`src/rtl/display_pkg.sv`:
```
// Shared display constants: active-low segment patterns, the BCD
// converter state type and the per-count BCD record.
package display_pkg;

  // Segment order is {g,f,e,d,c,b,a}; a 0 lights the segment.
  localparam logic [6:0] SEG_DIGIT [0:9] = '{
    7'b1000000,  // 0
    7'b1111001,  // 1
    7'b0100100,  // 2
    7'b0110000,  // 3
    7'b0011001,  // 4
    7'b0010010,  // 5
    7'b0000010,  // 6
    7'b1111000,  // 7
    7'b0000000,  // 8
    7'b0010000   // 9
  };
  localparam logic [6:0] SEG_DASH  = 7'b0111111;
  localparam logic [6:0] SEG_BLANK = 7'b1111111;

  typedef enum logic [1:0] {
    IDLE  = 2'd0,
    SHIFT = 2'd1,
    DONE  = 2'd2
  } bcd_state_t;

  // One converted count: ovf marks 100..127, which is shown as dashes.
  typedef struct packed {
    logic       ovf;
    logic [3:0] tens;
    logic [3:0] ones;
  } bcd_val_t;

endpackage

```
`src/rtl/bin2bcd_seq.sv`:
```
// Sequential 7-bit binary to BCD converter (shift-add-3, one bit per
// cycle). A start seen in IDLE loads the operand; after 7 SHIFT cycles
// the result is presented for exactly one DONE cycle.
module bin2bcd_seq
  import display_pkg::*;
(
  input  logic       clk,
  input  logic       rst,
  input  logic       start,
  input  logic [6:0] bin,
  output logic [3:0] tens,
  output logic [3:0] ones,
  output logic       ovf,
  output logic       done
);

  localparam logic [2:0] LAST_SHIFT = 3'd6;

  bcd_state_t  state;
  bcd_state_t  state_nxt;
  logic [2:0]  shift_cnt;
  logic [6:0]  bin_sh;
  logic [11:0] bcd;

  // Correct every BCD nibble that would overflow on doubling, then shift
  // the next binary bit in. Hundreds never exceeds 1, so it needs no fix.
  function automatic logic [11:0] shift_add3(input logic [11:0] b,
                                             input logic        bit_in);
    logic [11:0] a;
    a = b;
    if (a[3:0] >= 4'd5) a[3:0] = a[3:0] + 4'd3;
    if (a[7:4] >= 4'd5) a[7:4] = a[7:4] + 4'd3;
    return {a[10:0], bit_in};
  endfunction

  // State register and SHIFT-cycle counter
  always_ff @(posedge clk or posedge rst) begin
    if (rst) begin
      state     <= IDLE;
      shift_cnt <= '0;
    end else begin
      state <= state_nxt;
      if (state == SHIFT) shift_cnt <= shift_cnt + 3'd1;
      else                shift_cnt <= '0;
    end
  end

  // Next state; a start outside IDLE is ignored
  always_comb begin
    state_nxt = state;
    case (state)
      IDLE:    if (start) state_nxt = SHIFT;
      SHIFT:   if (shift_cnt == LAST_SHIFT) state_nxt = DONE;
      DONE:    state_nxt = IDLE;
      default: state_nxt = IDLE;
    endcase
  end

  // Operand load and shift-add-3 datapath
  always_ff @(posedge clk or posedge rst) begin
    if (rst) begin
      bin_sh <= '0;
      bcd    <= '0;
    end else if (state == IDLE && start) begin
      bin_sh <= bin;
      bcd    <= '0;
    end else if (state == SHIFT) begin
      bcd    <= shift_add3(bcd, bin_sh[6]);
      bin_sh <= {bin_sh[5:0], 1'b0};
    end
  end

  assign done = (state == DONE);
  assign tens = bcd[7:4];
  assign ones = bcd[3:0];
  assign ovf  = (bcd[11:8] != 4'd0);

endmodule

```
`src/rtl/sevenseg_cnt_driver.sv`:
```
// Four-digit multiplexed seven-segment driver showing two card counts:
// deck count on DIGIT[3:2], opponent count on DIGIT[1:0]. Counts are
// sampled once per frame, converted to BCD, and swapped into the
// displayed registers only at the frame wrap so a frame never tears.
module sevenseg_cnt_driver
  import display_pkg::*;
#(
  parameter int SCAN_TICKS = 100000
) (
  input  logic       clk,
  input  logic       rst,
  input  logic [6:0] deck_card_cnt,
  input  logic [6:0] oppo_card_cnt,
  output logic [6:0] DISPLAY,
  output logic [3:0] DIGIT
);

  localparam int            PW        = $clog2(SCAN_TICKS);
  localparam logic [PW-1:0] PRESC_MAX = PW'(SCAN_TICKS - 1);

  logic [PW-1:0] presc;
  logic [1:0]    idx;
  logic [1:0]    idx_nxt;
  logic          tick;
  logic          capture;
  logic          wrap;

  logic [3:0] deck_tens, deck_ones, oppo_tens, oppo_ones;
  logic       deck_ovf, oppo_ovf, deck_done, oppo_done;

  bcd_val_t pend_deck, pend_oppo;
  bcd_val_t disp_deck, disp_oppo;
  bcd_val_t disp_deck_nxt, disp_oppo_nxt;
  logic [6:0] seg_nxt;

  // Pattern for one digit position of a converted count.
  function automatic logic [6:0] seg_of(input bcd_val_t v, input logic tens_pos);
    logic [3:0] d;
    if (v.ovf) return SEG_DASH;
    d = tens_pos ? v.tens : v.ones;
    if (tens_pos && d == 4'd0) return SEG_BLANK;
    if (d > 4'd9) return SEG_BLANK;
    return SEG_DIGIT[d];
  endfunction

  assign tick    = (presc == PRESC_MAX);
  assign capture = tick && (idx == 2'd2);
  assign wrap    = tick && (idx == 2'd3);
  assign idx_nxt = tick ? idx + 2'd1 : idx;

  // Prescaler and digit index
  always_ff @(posedge clk or posedge rst) begin
    if (rst) begin
      presc <= '0;
      idx   <= 2'd0;
    end else begin
      presc <= tick ? '0 : presc + PW'(1);
      idx   <= idx_nxt;
    end
  end

  bin2bcd_seq u_deck_bcd (
    .clk   (clk),
    .rst   (rst),
    .start (capture),
    .bin   (deck_card_cnt),
    .tens  (deck_tens),
    .ones  (deck_ones),
    .ovf   (deck_ovf),
    .done  (deck_done)
  );

  bin2bcd_seq u_oppo_bcd (
    .clk   (clk),
    .rst   (rst),
    .start (capture),
    .bin   (oppo_card_cnt),
    .tens  (oppo_tens),
    .ones  (oppo_ones),
    .ovf   (oppo_ovf),
    .done  (oppo_done)
  );

  // Pending results, written when each converter finishes
  always_ff @(posedge clk or posedge rst) begin
    if (rst) begin
      pend_deck <= '0;
      pend_oppo <= '0;
    end else begin
      if (deck_done) pend_deck <= '{ovf: deck_ovf, tens: deck_tens, ones: deck_ones};
      if (oppo_done) pend_oppo <= '{ovf: oppo_ovf, tens: oppo_tens, ones: oppo_ones};
    end
  end

  assign disp_deck_nxt = wrap ? pend_deck : disp_deck;
  assign disp_oppo_nxt = wrap ? pend_oppo : disp_oppo;

  // Displayed values, swapped only at the frame wrap
  always_ff @(posedge clk or posedge rst) begin
    if (rst) begin
      disp_deck <= '0;
      disp_oppo <= '0;
    end else begin
      disp_deck <= disp_deck_nxt;
      disp_oppo <= disp_oppo_nxt;
    end
  end

  // Segment pattern for the digit that will be lit after this edge
  always_comb begin
    seg_nxt = SEG_BLANK;
    case (idx_nxt)
      2'd0: seg_nxt = seg_of(disp_oppo_nxt, 1'b0);
      2'd1: seg_nxt = seg_of(disp_oppo_nxt, 1'b1);
      2'd2: seg_nxt = seg_of(disp_deck_nxt, 1'b0);
      2'd3: seg_nxt = seg_of(disp_deck_nxt, 1'b1);
      default: seg_nxt = SEG_BLANK;
    endcase
  end

  // Registered outputs; anode and segments always change together
  always_ff @(posedge clk or posedge rst) begin
    if (rst) begin
      DIGIT   <= 4'b1111;
      DISPLAY <= SEG_BLANK;
    end else begin
      DIGIT   <= ~(4'b0001 << idx_nxt);
      DISPLAY <= seg_nxt;
    end
  end

endmodule

```
`config.mk`:
```
export PLATFORM = sky130hd
export DESIGN_NAME = sevenseg_cnt_driver
export DESIGN_NICKNAME = d
export VERILOG_FILES = /design/src/rtl/display_pkg.sv /design/src/rtl/bin2bcd_seq.sv /design/src/rtl/sevenseg_cnt_driver.sv
export SDC_FILE = /design/constraint.sdc
export NUM_CORES = 1
export LEC_CHECK = 0
export CAP_MARGIN = 30
export CORE_UTILIZATION = 55
export CTS_BUF_LIST = sky130_fd_sc_hd__clkbuf_4
export DETAILED_ROUTE_END_ITERATION = 7
export PLACE_DENSITY = 0.73
export SYNTH_ARGS = -nofsm -noshare
export SYNTH_HDL_FRONTEND = slang
export SYNTH_SLANG_ARGS = --single-unit
```
`constraint.sdc`:
```
create_clock -name clk -period 3.9 [get_ports clk]
set_clock_uncertainty 0.1 [all_clocks]
set_input_delay 0.585 -clock clk [delete_from_list [all_inputs] [get_ports clk]]
set_output_delay 0.585 -clock clk [all_outputs]
set_load 0.01 [all_outputs]
```
==> results of run 1 <==
flip-flops by register name, indices dropped and copies added, names as in the netlist:
| register | flops |
|---|---|
| pend_oppo | 9 |
| u_oppo_bcd.state | 2 |
| u_oppo_bcd.shift_cnt | 3 |
| idx | 2 |
| u_deck_bcd.shift_cnt | 3 |
| disp_oppo | 9 |
| presc | 17 |
| DIGIT | 4 |
| u_oppo_bcd.bcd | 12 |
| DISPLAY | 7 |
| disp_deck | 9 |
| u_deck_bcd.bin_sh | 7 |
| u_oppo_bcd.bin_sh | 7 |
| u_deck_bcd.bcd | 12 |
| pend_deck | 9 |
| u_deck_bcd.state | 2 |
kinds of logic (layout without fill, tap and decap cells):
kind of cell	Yosys count	after routing	share of synthesized area, %
muxes	34	34	6.53
adders and majority gates	30	30	6.12
AOI/OAI and AO/OA	139	139	15.2
DFF	114	114	46.7
buffers and inverters	72	113	5.51
xor gates and xnor gates	25	25	3.57
and+or+nand+nor	199	199	16.3
worst min-delay path by stage:
stage | slack [ns] | to | cells after the start | startpoint
after global routing | 0.39 | u_oppo_bcd.shift_cnt[0]$_DFF_PP0_ | 1 | u_oppo_bcd.shift_cnt[0]$_DFF_PP0_
after detailed placement | 0.35 | u_oppo_bcd.shift_cnt[0]$_DFF_PP0_ | 1 | u_oppo_bcd.shift_cnt[0]$_DFF_PP0_
after CTS | 0.37 | u_oppo_bcd.shift_cnt[0]$_DFF_PP0_ | 1 | u_oppo_bcd.shift_cnt[0]$_DFF_PP0_
after global placement | 0.35 | u_oppo_bcd.shift_cnt[0]$_DFF_PP0_ | 1 | u_oppo_bcd.shift_cnt[0]$_DFF_PP0_
final | 0.36 | u_oppo_bcd.shift_cnt[0]$_DFF_PP0_ | 1 | u_oppo_bcd.shift_cnt[0]$_DFF_PP0_
after floorplan | 0.33 | u_deck_bcd.shift_cnt[0]$_DFF_PP0_ | 1 | u_deck_bcd.shift_cnt[0]$_DFF_PP0_
critical path: cells and delay by family (launching register included):
kind / cells / cell delay (ns)
flip-flops: 1 / 0.42
multiplexers: 1 / 0.44
AND/OR/NAND/NOR: 5 / 1.01
adder cells (fa/ha/maj): 2 / 0.51
buffers and inverters: 1 / 0.17
AO/OA/AOI/OAI: 3 / 0.63
through the flow:
stage | util [%] | hold WS [ns]
2_1_floorplan | - | 0.332
5_1_grt | 62.6 | 0.390
3_3_place_gp | 59.7 | 0.345
3_5_place_dp | 59.7 | 0.354
4_1_cts | 62.6 | 0.367
6_report | 62.6 | 0.364
layer usage:
metal  track usage, %  wire [um]  part of all wire (%)
met5                0          0                     0
met4             11.6        379                   3.1
met3             6.54        655                   5.4
met2             37.0       5610                    46
met1             31.4       5590                    46
area by class of cell:
type | count | area, sq um
tap | 140 | 175
clock buffer | 19 | 143
sequential | 114 | 2870
inverter | 47 | 179
fill | 918 | 4060
multi-input combinational | 427 | 2930
timing repair buffer | 34 | 320
clock inverter | 13 | 166
power by group through the flow:
stage               clock, W  sequential, W  combinational, W
floorplan                  0        0.00120         0.0000171
CTS                 0.000975        0.00118         0.0000410
global route         0.00102        0.00118         0.0000452
global placement           0        0.00120         0.0000402
finish              0.000946        0.00118         0.0000388
detailed placement         0        0.00120         0.0000410
synth_stat cells (all sizes together) (2+ instances only):
cell     instances
nand4            4
clkbuf          14
mux2            18
or4              4
nor4             6
nor2            41
nor3b            3
o31ai            4
buf             11
or2              3
or3              3
xor2            12
a2111oi          3
a22o             5
a31oi            8
a211oi           4
o211ai           6
dfrtp          103
nand2b           7
o21ai           43
o211a            2
nor3            17
and2             2
inv             46
nand3           18
a222oi           6
o32ai            4
xnor2           13
and4             3
and3             6
nor4b            2
ha              30
mux2i           16
nand2           72
and4bb           2
o22ai            6
nand3b           5
a21oi           31
a22oi            6
dfstp           11
==> metrics, run 1 <==
status=complete, no violations; Synth-to-Final Area Change=10.6%; Post-Place Cells=~760; Yosys top cell by area=dfrtp_1; Die X=between 100 and 150 um; Flop pwr share=~55%; Yosys reg bits=114; Yosys Warn Count=0; commonest non-fill, non-tap cell in the layout=dfrtp_1; slowest stage delay, CP=approximately 0.44 ns; Leakage=between 3 and 4 nW; endpoints failing hold=0; Internal Power=between 0.0015 and 0.002 W; most used cell, CP=ha_1; Final Cycle Share=about 87%; Worst-Skew Late Latency=roughly 0.53 ns; critical path's slowest cell=mux2i_1; GPL Wtd Cong=0.885; CTS clk-pin slew, worst paths=around 0.10 ns; Slew Limit Fails=0; TNS Setup=0 ns; initial antenna violation count=0; ys flop type=dfrtp_1; clock period minus worst slack=~3.4 ns; maximum root-to-sink buffer count=2; Num CTS Buffers=17; syn nets=about 660; GRT Overall Usage=~24%; Combinational Power Share=between 1.5 and 2%; FF-to-FF Start=presc[0]$_DFF_PP0_; Placement Setup Slack=0.542 ns; Post-CTS Setup Bufs=0; IO Pins=27; DP HPWL=roughly 8800 um; Rows=38; Worst EP arrival=~3.7 ns; RSZ-0062 raised after global routing=false; cts hold-fix bufs=0; drt initial violations=368; DRC viols=0; Worst Hold Class=reg2reg; die area=between 10000 and 15000 sq um; crit path from=presc[0]$_DFF_PP0_; Vias=approximately 4600; Post-synth EDFFs=0; Synth area leaders=dfrtp_1 42%, ha_1 6.1%, dfstp_2 4.7%; largest net degree at the start of global routing=63; Inserted Diodes=0; number of global-route vias before repair=around 4500; Worst VDD drop=between 0.2 and 0.25 mV; Mapped Cells=~600; initial core utilization=between 50 and 60%; crit-path cells=ha_1 -> and4_2 -> and4_1 -> nand2_8 -> mux2i_1 -> inv_1 -> ha_1 -> nor2_1 -> a21oi_1 -> a31o_2 -> and2_1 -> a2111oi_2; Synth top area share=42.0%; slew margin rel.=a little under half; switching fraction of total power=between 20% and 30%; Routed Antenna Nets=0; htree depth=4; nets=687; worst reg2reg setup slack=just over 0.5 ns; Avg WL per Cell=about 15 um; share of layout cells above drive strength 1=13.6%; first-pass GRT wire length=roughly 21000 um; capturing element type of the critical path=register; Setup-failing EPs final=0; commonest non-fill, non-tap cells in the layout=103 x dfrtp_1, 71 x nand2_1, 44 x inv_1; power share of the clock group=43.7%; CTS resizes=0; CP Launch Type=register; post-synthesis sequential area ratio=roughly 47%; R2R Path End=DISPLAY[2]$_DFF_PP1_; DRT Pass-1 Iters=5; CTS sink cnt=between 100 and 150; syn avg cell area=between 10 and 15 sq um; PwrDens=~320 nW/um^2; WS Path Type=reg2reg; Critical Path End=DISPLAY[2]$_DFF_PP1_; CP max FO=28; chip height=about 110 um; Power Total=roughly 0.0022 W; P_sw=0.000459 W; number of max-cap violations=0; root buf cell=clkbuf_4; gr ovfl total=0; Unique masters post-synth=between 70 and 80; reg2reg path depth=12; post-route setup slack=between 0.5 and 0.6 ns; CTS tree=yes; Post-Syn Area=6130 sq um; Non-Filler Instances=roughly 790; final std cell area, no fill=between 6000 and 7000 sq um; ys async rst share=100%; Buffers on Ports=26; Slew @ Worst Pin=about 0.8 ns; Achievable Freq=295 MHz; mean number of vias per cell=between 5 and 6; dpl cell area=around 6500 sq um; final wirelength=~12000 um; Worst EP required=around 4.2 ns; total core area=10800 sq um
No activity file was read; power rests on OpenSTA's default activity.
==> run 2: changes to the inputs <==
- CAP_MARGIN: 30 -> default
==> results of run 2 <==
Final layout, timing and power as in run 1 (identical DEF).
==> run 3: changes to the inputs <==
- REMOVE_ABC_BUFFERS: default -> 1
==> metrics, run 3 (same netlist as run 1, synthesis figures left out) <==
IO Pins=27 (unchanged); Slew Limit Fails=0 (unchanged); worst hold slack=0.342 ns (-0.0221 ns); DRT Pass-1 Iters=5 (unchanged); Slew @ Worst Pin=1.08 ns (+0.264 ns); Num CTS Buffers=17 (unchanged); number of max-cap violations=0 (unchanged); Worst EP required=4.24 ns (about the same); Worst Hold Class=in2async; register area=2870 sq um (unchanged); Routed Antenna Nets=0 (unchanged); first-pass GRT wire length=21700 um (+2.0%); biggest regs=presc (17), u_deck_bcd.bcd (12), u_oppo_bcd.bcd (12); Placement Setup Slack=0.540 ns (-0.00121 ns); CP max FO=28 (unchanged); Rows=38 (unchanged); area of the multi-input gates=2930 sq um (unchanged); gr ovfl total=0 (unchanged); Non-Filler Instances=792 (-0.25%); CP Launch Type=register; Setup-failing EPs final=0 (unchanged); Power Total=0.00240 W (+11%); Final Cycle Share=87.0% (about the same); initial core utilization=56.6% (unchanged); Worst EP arrival=3.73 ns (about the same); Inserted Diodes=0 (unchanged); Synth-to-Final Area Change=11.9%; RSZ-0062 raised after global routing=false; root buf cell=clkbuf_4; GRT Overall Usage=24.8% (+0.71 points); Post-Place Cells=760 (-0.26%); chip height=108 um (unchanged); Most flops, register=presc; Leakage=3.24 nW (+0.81%); GPL Wtd Cong=0.974 (+10%); Buffers on Ports=26 (unchanged); initial antenna violation count=0 (unchanged); DRC viols=0 (unchanged); share of layout cells above drive strength 1=14.0% (+0.35 points); CTS sink cnt=114 (unchanged); maximum root-to-sink buffer count=2 (unchanged); DP HPWL=8810 um (+0.33%); CTS clk-pin slew, worst paths=0.11 ns (about the same); Achievable Freq=295 MHz (about the same); CTS tree=yes; TNS Setup=0 ns (unchanged); mean number of vias per cell=5.83 (+0.38%); drt initial violations=315 (-14%); CTS resizes=0 (unchanged); Vias=4621 (+0.13%); number of global-route vias before repair=4558 (+0.80%); status=complete, no violations; fillcell total=875 (-4.7%); largest net degree at the start of global routing=69 (+9.5%); clock period minus worst slack=3.39 ns (+0.00209 ns); slew margin rel.=28.0% (-17 points); endpoints failing hold=0 (unchanged); commonest non-fill, non-tap cells in the layout=103 x dfrtp_1, 71 x nand2_1, 44 x inv_1; Worst VDD drop=0.241 mV (-0.96%); final wirelength=12700 um (+3.9%); cts hold-fix bufs=0 (unchanged); htree depth=4 (unchanged); WS Path Type=reg2reg; capturing element type of the critical path=register; Post-CTS Setup Bufs=0 (unchanged); max reg flops=17 (unchanged); nets=685 (-0.29%); die area=11600 sq um (unchanged); PwrDens=349 nW/um^2 (+9.3%); commonest non-fill, non-tap cell in the layout=dfrtp_1; Avg WL per Cell=16.1 um (+4.2%); Die X=108 um (unchanged); post-route setup slack=0.506 ns (-0.00209 ns); Worst-Skew Late Latency=0.56 ns (+0.03 ns); total core area=10800 sq um (unchanged)
-- run 3: cell types whose count changed in the layout (fill, tap and decap cells not counted) --
cell        change
clkinv_4        -1
clkbuf_4        -2
inv_6           +1
clkinv_1        -4
buf_12          +1
clkinvlp_4      +2
bufinv_16       +3
clkinv_2        +1
buf_4           -3
-- run 3: cell type report --
type	instances	area share, %
clock inverter	15	3.81
clock buffer	17	1.86
multi-input combinational	427	42.8
tap	140	2.55
inverter	47	2.61
sequential	114	41.8
timing repair buffer	32	4.63
-- run 3: layer usage --
| layer | share of wire [%] | GRT usage, % | vias to the layer above |
|---|---|---|---|
| met5 | 0 | 0 | - |
| met4 | 3.0 | 13.6 | 0 |
| met3 | 4.8 | 5.39 | 32 |
| met2 | 48 | 39.3 | 150 |
| met1 | 44 | 31.5 | 2220 |
| li1 | - | - | 2219 |
-- run 3: worst max-delay path, stage by stage (launching register included) --
cell and delay (ns):
dfrtp_1 0.42, ha_1 0.25, and4_2 0.26, and4_1 0.22, nand2_8 0.24, mux2i_1 0.43, inv_1 0.15, ha_1 0.25
nor2_1 0.12, a21oi_1 0.07, a31o_2 0.25, and2_1 0.19, a2111oi_2 0.34
-- run 3: report_power, final --
group | internal [W] | switching, W | total (W)
clock network | 0.000698 | 0.000476 | 0.00117
registers | 0.00118 | 0 | 0.00118
logic | 0.0000153 | 0.0000242 | 0.0000395
-- run 3: path summary, 6_finish.rpt --
| kind | start | endpoint | slack (ns) | depth (start not counted) |
|---|---|---|---|---|
| min in group clk | u_deck_bcd.shift_cnt[0]$_DFF_PP0_ | u_deck_bcd.shift_cnt[0]$_DFF_PP0_ | 0.37 | 1 |
| min | rst | u_oppo_bcd.shift_cnt[1]$_DFF_PP0_ | 0.34 | 2 |
| min reg2reg | u_deck_bcd.shift_cnt[0]$_DFF_PP0_ | u_deck_bcd.shift_cnt[0]$_DFF_PP0_ | 0.37 | 1 |
| max | presc[0]$_DFF_PP0_ | DISPLAY[5]$_DFF_PP1_ | 0.51 | 12 |
| max reg2reg | presc[0]$_DFF_PP0_ | DISPLAY[5]$_DFF_PP1_ | 0.51 | 12 |
| max in group asynchronous | rst | DISPLAY[6]$_DFF_PP1_ | 2.56 | 3 |
-- run 3: stage by stage --
step                util [%]  area (sq um)
floorplan                  -          5970
global placement        59.7          6470
detailed placement      59.7          6470
CTS                     63.3          6860
global route            63.3          6860
finish                  63.3          6860
